`config.mk`:
```
export PLATFORM = sky130hd
export DESIGN_NAME = in_conditioner
export DESIGN_NICKNAME = d
export VERILOG_FILES = /design/src/rtl/in_conditioner.sv
export SDC_FILE = /design/constraint.sdc
export NUM_CORES = 1
export LEC_CHECK = 0
export BUFFER_PORTS_ARGS = -buffer_cell sky130_fd_sc_hd__buf_2
export CORE_UTILIZATION = 62
export CTS_BUF_LIST = sky130_fd_sc_hd__clkbuf_4
export DETAILED_ROUTE_END_ITERATION = 12
export PLACE_DENSITY_LB_ADDON = 0.25
export SLEW_MARGIN = 5
export SYNTH_ARGS = -nofsm -noshare
export SYNTH_HDL_FRONTEND = slang
export SYNTH_SLANG_ARGS = --single-unit
```
`constraint.sdc`:
```
create_clock -name clk -period 2.1 [get_ports clk]
set_input_delay 0.105 -clock clk [delete_from_list [all_inputs] [get_ports clk]]
set_output_delay 0.105 -clock clk [all_outputs]
set_load 0.05 [all_outputs]
```
`src/rtl/in_conditioner.sv`:
```
// Input conditioner: per-channel synchroniser plus 4-state debounce FSM feeding the AND/OR reduction block.
// Optional registered rise/fall pulses are built only when IN_COND_EDGE_EN is defined.
module in_conditioner #(
    parameter int N_CH        = 3,
    parameter int SYNC_STAGES = 2,
    parameter int DB_CYCLES   = 4
) (
    input  logic            clk,
    input  logic            rst_n,
    input  logic [N_CH-1:0] raw_i,
    output logic [N_CH-1:0] clean_o,
    output logic            settled_o,
    output logic [N_CH-1:0] rise_o,
    output logic [N_CH-1:0] fall_o
);
    localparam int CNT_W = $clog2(DB_CYCLES + 1);
    localparam logic [CNT_W-1:0] CNT_LAST = CNT_W'(DB_CYCLES - 1);
    localparam logic [CNT_W-1:0] CNT_ONE  = CNT_W'(1);

    typedef enum logic [1:0] {
        ST_LO     = 2'd0,
        ST_CHK_HI = 2'd1,
        ST_HI     = 2'd2,
        ST_CHK_LO = 2'd3
    } state_t;

    logic [N_CH-1:0][SYNC_STAGES-1:0] sync_r;
    state_t [N_CH-1:0]                state_r;
    logic [N_CH-1:0][CNT_W-1:0]       cnt_r;
    logic [N_CH-1:0]                  clean_r;
    logic                             settled_r;
    logic [N_CH-1:0]                  samp_s;
    logic [N_CH-1:0]                  pend_s;

    // Synchroniser chains: plain flop-to-flop shift, new sample enters at bit 0.
    always_ff @(posedge clk or negedge rst_n) begin
        if (!rst_n) begin
            sync_r <= '0;
        end else begin
            for (int k = 0; k < N_CH; k++) begin
                sync_r[k] <= {sync_r[k][SYNC_STAGES-2:0], raw_i[k]};
            end
        end
    end

    // Synchronised sample and "still pending after this edge" per channel.
    always_comb begin
        samp_s = '0;
        pend_s = '0;
        for (int k = 0; k < N_CH; k++) begin
            samp_s[k] = sync_r[k][SYNC_STAGES-1];
            // Disagreeing sample leaves the channel in a check state unless this is the accepting sample.
            pend_s[k] = (samp_s[k] != clean_r[k]) && (cnt_r[k] != CNT_LAST);
        end
    end

    // Debounce FSM per channel, plus the registered settled status.
    always_ff @(posedge clk or negedge rst_n) begin
        if (!rst_n) begin
            for (int k = 0; k < N_CH; k++) begin
                state_r[k] <= ST_LO;
                cnt_r[k]   <= '0;
            end
            clean_r   <= '0;
            settled_r <= 1'b1;
        end else begin
            settled_r <= ~|pend_s;
            for (int k = 0; k < N_CH; k++) begin
                case (state_r[k])
                    ST_LO: begin
                        if (samp_s[k]) begin
                            if (DB_CYCLES == 1) begin
                                state_r[k] <= ST_HI;
                                clean_r[k] <= 1'b1;
                            end else begin
                                state_r[k] <= ST_CHK_HI;
                                cnt_r[k]   <= CNT_ONE;
                            end
                        end
                    end
                    ST_CHK_HI: begin
                        if (!samp_s[k]) begin
                            state_r[k] <= ST_LO;
                            cnt_r[k]   <= '0;
                        end else if (cnt_r[k] == CNT_LAST) begin
                            state_r[k] <= ST_HI;
                            clean_r[k] <= 1'b1;
                            cnt_r[k]   <= '0;
                        end else begin
                            cnt_r[k] <= cnt_r[k] + CNT_ONE;
                        end
                    end
                    ST_HI: begin
                        if (!samp_s[k]) begin
                            if (DB_CYCLES == 1) begin
                                state_r[k] <= ST_LO;
                                clean_r[k] <= 1'b0;
                            end else begin
                                state_r[k] <= ST_CHK_LO;
                                cnt_r[k]   <= CNT_ONE;
                            end
                        end
                    end
                    ST_CHK_LO: begin
                        if (samp_s[k]) begin
                            state_r[k] <= ST_HI;
                            cnt_r[k]   <= '0;
                        end else if (cnt_r[k] == CNT_LAST) begin
                            state_r[k] <= ST_LO;
                            clean_r[k] <= 1'b0;
                            cnt_r[k]   <= '0;
                        end else begin
                            cnt_r[k] <= cnt_r[k] + CNT_ONE;
                        end
                    end
                    default: begin
                        state_r[k] <= ST_LO;
                        clean_r[k] <= 1'b0;
                        cnt_r[k]   <= '0;
                    end
                endcase
            end
        end
    end

    assign clean_o   = clean_r;
    assign settled_o = settled_r;

`ifdef IN_COND_EDGE_EN
    logic [N_CH-1:0] go_hi_s;
    logic [N_CH-1:0] go_lo_s;
    logic [N_CH-1:0] rise_r;
    logic [N_CH-1:0] fall_r;

    // A level flips exactly when the accepting sample agrees with the new level.
    always_comb begin
        go_hi_s = '0;
        go_lo_s = '0;
        for (int k = 0; k < N_CH; k++) begin
            go_hi_s[k] = !clean_r[k] && samp_s[k]  && (cnt_r[k] == CNT_LAST);
            go_lo_s[k] = clean_r[k]  && !samp_s[k] && (cnt_r[k] == CNT_LAST);
        end
    end

    // Edge pulses registered alongside clean_r so they line up with the level change.
    always_ff @(posedge clk or negedge rst_n) begin
        if (!rst_n) begin
            rise_r <= '0;
            fall_r <= '0;
        end else begin
            rise_r <= go_hi_s;
            fall_r <= go_lo_s;
        end
    end

    assign rise_o = rise_r;
    assign fall_o = fall_r;
`else
    assign rise_o = '0;
    assign fall_o = '0;
`endif

endmodule

```
Word level (Yosys, flattened, before mapping):

Cells that the tools add are included.

* register bits: 25
* bits of input ports: 5
* output and inout port bits: 10
* word-level logic and storage cells: 132

* add/subtract/negate cells: 3
* eq/ne operators: 42
* mux-type cells: 54
* reductions and logical operators: 20

Operators with widths (count)
* 3-bit two-way mux: 15
* 2-bit two-way mux: 18
* 2-bit inequality test, second input constant: 18
* 3-bit case mux with 4 select lines: 3
* 2-bit case mux with 4 select lines: 3
* 3-bit inequality test, second input constant: 6
* 5-bit AND reduction: 3
* 2-bit == test, second input constant: 6
* 1-bit two-way mux: 12
* 4-bit AND reduction: 3
* 3-bit by 1-bit adder with 3-bit output, second input constant: 3
* 3-bit by 2-bit == test with 1-bit output, second input constant: 3
* 3-bit by 2-bit inequality test with 1-bit output, second input constant: 3
* 2-bit by 1-bit == test with 1-bit output, second input constant: 3
* 2-bit zero test: 3
* 1-bit case mux with 2 select lines: 3
* 2-bit AND reduction: 3
* 2-bit nonzero test: 3
* 1-bit logical AND: 3
* 1-bit inequality test: 3
* 3-bit OR reduction: 1
* 1-bit zero test: 1

Logic depth before layout (Yosys ltp):

* depth after elaboration: 4
* depth in mapped cells: 4

Worst setup path after synthesis:

Ideal clock, no wire load.

* path kind: register -> register
* start: register cnt_r[0] (netlist bit)
* end: register (tool-made name)
* library setup time: 125 ps
* arrival: 1004 ps
* required time: 1975 ps
* slack: 971 ps
* cell stages (with the launch flop): 4
* period minus slack after synthesis: 1129 ps
* path through: dfrtp_1 -> ha_1 -> nand3b_1 -> mux2_2

RTL lines
* from (decl): RTL line 29 `logic [N_CH-1:0][CNT_W-1:0] cnt_r;`
* from (signal, indexed assignment): RTL line 90 `cnt_r[k] <= cnt_r[k] + CNT_ONE;`
* from (signal, indexed assignment): RTL line 113 `cnt_r[k] <= cnt_r[k] + CNT_ONE;`

Worst setup path in the final report:

* start: register cnt_r[0] (netlist bit)
* end: register clean_r[0], in the netlist clean_o[0]

* cells in the longest elaborated chain, start to end: 3
* elaborated cells on any way between the ends: 4
* those cells by class: eq/ne: 3; reduce/logical: 1

Ends and longest elaborated chain
* 3-bit by 2-bit == test with 1-bit output (*): RTL line 85, 108
* 2-bit inequality test (no source line)
* 5-bit AND reduction (no source line) (*)
* to (signal, indexed assignment): RTL line 87 `clean_r[k] <= 1'b1;`
* to (signal, indexed assignment): RTL line 110 `clean_r[k] <= 1'b0;`
* to (signal, indexed assignment): RTL line 118 `clean_r[k] <= 1'b0;`
* to (decl): RTL line 30 `logic [N_CH-1:0] clean_r;`

Every way passes the cells marked *; elsewhere a longest branch is shown, timed or not.
A chain may end at the register's enable or synchronous reset.

==> metrics.md <==
| Metric | Value |
|---|---|
| Setup violations, final | 0 |
| Slowest CP cell | dfrtp_1 |
| Comb power frac | 31.3% |
| Worst-path cell chain | ha_1, nor2b_1, a31oi_1, o21ai_0 |
| Clock-pin slew on the worst setup and hold paths | 0.13 ns |
| Hold slack | 0.2821 ns |
| Top cell type's share of synthesized area | 54.36% |
| Aggregate global routing overflow | 0 |
| NetSw | around 0.49 mW |
| Core area | between 1500 and 2000 um^2 |
| Total die area | 1955 um^2 |
| Chip Height | 44.22 um |
| Most frequent cells in the layout | 24 x dfrtp_1, 10 x o21ai_0, 8 x buf_2 |
| Setup TNS | 0 ns |
| Vias | 657 |
| Die X | 44.22 um |
| Clock share of power | between 10% and 20% |
| Max clock buf depth | 2 |
| CTS root buf | clkbuf_4 |
| CP delay by family, top | flip-flops |
| Initial Util | 70.08% |
| Drt initial violations | 13 |
| R2r worst-path depth | 4 |
| Sequential element share of the synthesized area | 56.74% |
| Largest net degree at the start of global routing | 26 |
| Fin. max-slew vios | 0 |
| Failing checks | design-rule violations |
| CTS tree | done |
| RSZ-0062 raised after global routing | false |
| Net Sw Frac | 35.23% |
| Number of routed nets with antenna violations | 0 |
| RD Place Congestion | 0.7755 |
| Dpl hpwl | 1090 um |
| Library cells used by synthesis | 26 |
| Cell leakage power | 0.5545 nW |
| Gates resized, CTS repair | 0 |
| Ys Warns | 0 |
| Syn Inst Count | 93 |
| Drt pass-1 iters | 8 |
| Crit share post-route | 58.03% |
| Buffers on Ports | 8 |
| Final net count | 117 |
| Antenna violations before repair | 0 |
| Post-synth EDFFs | 0 |
| Total track usage | 17.37% |
| Cell area power density | 1145 nW/um^2 |
| Worst min path class | in -> async |
| Worst Path Buf+Inv | 0 |
| Critical Setup Path Class | reg -> reg |
| Synth Register Bits | 25 |
| Post-CTS setup buffer count | 0 |
| First-pass GRT wire length | 2435 um |
| Vias in the first global route | ~570 |
| Pre-CTS setup slack | around 0.9 ns |
| Post-route setup slack | 0.8813 ns |
| CP peak stage delay | 0.39 ns |
| Inserted Clock Buffers | 3 |
| WL per Instance | between 10 and 15 um |
| Power Total | around 1.4 mW |
| Io pins | 15 |
| Hold Fails Final Rpt | 0 |
| Run status | finished with violations |
| Leading area contributor after synthesis | dfrtp_1 |
| Core Rows | 14 |
| Worst rel slew slack | about two thirds |
| Routed WL | approximately 1500 um |
| Crit path time final | around 1.2 ns |
| CP Launch Type | flip-flop |
| Critical path depth | 4 |
| Clock sink count | 25 |
| Commonest non-fill, non-tap cell in the layout | dfrtp_1 |
| Crit-path max FO | 4 |
| Max_cap viols | 0 |
| H-tree lvl count | 1 |
| Main flop type after synthesis | dfrtp_1 |
| Synth area leaders | dfrtp_1 54%, o21ai_0 4.5%, buf_4 4.1% |
| Antenna Cells | 0 |
| Post-synth ARST share | 100.0% |
| Flop pwr share | roughly 53% |
| Synth-to-Final Area Change | 9.400% |
| Synth Cell Area | 1105 um^2 |
| Clk Latency, worst-skew pair | 0.31 ns |
| Least-Margin Pin Slew | around 0.53 ns |
| Share of layout cells above drive strength 1 | 17.59% |
| Fmax | 820.5 MHz |
| Vias per cell | 5.298 |
| WP data required | about 2.3 ns |
| Cell-internal power | 0.8968 mW |
| Clock skew | ~0.0045 ns |
| DRC Markers | 2 |
| VDD IR-drop max | approximately 0.7 mV |
| Utilization after layout | 76.67% |
| Syn avg cell area | between 10 and 15 um^2 |
| Crit end category | flip-flop |
| CP arrival | 1.46 ns |
==> per-layer routing <==
metal | vias to the layer above | GRT usage (%) | part of all wire (%)
met5 | - | 0 | 0
met4 | 0 | 7.273 | 1.2
met3 | 2 | 2.449 | 2.6
met2 | 15 | 25.59 | 44
met1 | 304 | 26.20 | 52
li1 | 336 | - | -
==> repair_timing <==
action / CTS / global route
endpoints found under the hold margin: 27 / 0
hold buffers: 4 / 0
setup endpoints to repair: 0 / 0
==> power by group through the flow <==
stage               sequential [mW]  combinational (mW)  clock (mW)
global route                  0.746               0.487       0.236
global placement              0.732               0.416           0
floorplan                     0.740               0.339           0
CTS                           0.730               0.436       0.226
detailed placement            0.741               0.428           0
finish                        0.730               0.434       0.220
==> synthesized netlist by cell type, types with 2 or more instances <==
cell,n
nand2b_1,3
a21oi_1,2
nor2b_1,3
xor2_2,2
and2_1,2
o21a_1,5
dfrtp_1,24
mux2_2,2
and3b_1,3
a31oi_1,2
o22ai_1,2
buf_4,6
nand3b_1,3
nor2_1,5
o21ai_0,10
nand2_1,5
ha_1,3
xnor2_1,3
==> cells by family after synthesis <==
family                   synth area share, %
adder cells (fa/ha/maj)                3.398
other                                 0.3394
AO/OA/AOI/OAI                          11.10
multiplexers                           2.944
flip-flops                             56.74
XOR/XNOR                               6.796
AND/OR/NAND/NOR                        14.27
buffers and inverters                  4.416
==> worst paths after layout <==
path / endpoint / slack, ns / start
worst max register to register: clean_o[0] / 0.88 / cnt_r[0]
worst min-delay path: cnt_r[7] / 0.28 / rst_n
worst min register to register: samp_s[1] / 0.36 / sync_r[2]
worst max-delay path: clean_o[0] / 0.88 / cnt_r[0]
max in group asynchronous: settled_o / 1.45 / rst_n
min in group clk: samp_s[1] / 0.36 / sync_r[2]
==> per-stage QoR <==
step	cells	cell area, um^2
CTS	124	1209
global placement	116	1139
global route	124	1209
finish	124	1209
floorplan	98	1124
detailed placement	116	1139
==> final cells by class <==
type	count	area (um^2)
clock buffer	4	30.03
fill	99	367.9
inverter	1	3.754
multi-input combinational	66	447.9
sequential	25	626.9
tap	16	20.02
timing repair buffer	12	80.08
Note: power is estimated with default switching activity, not from simulation.
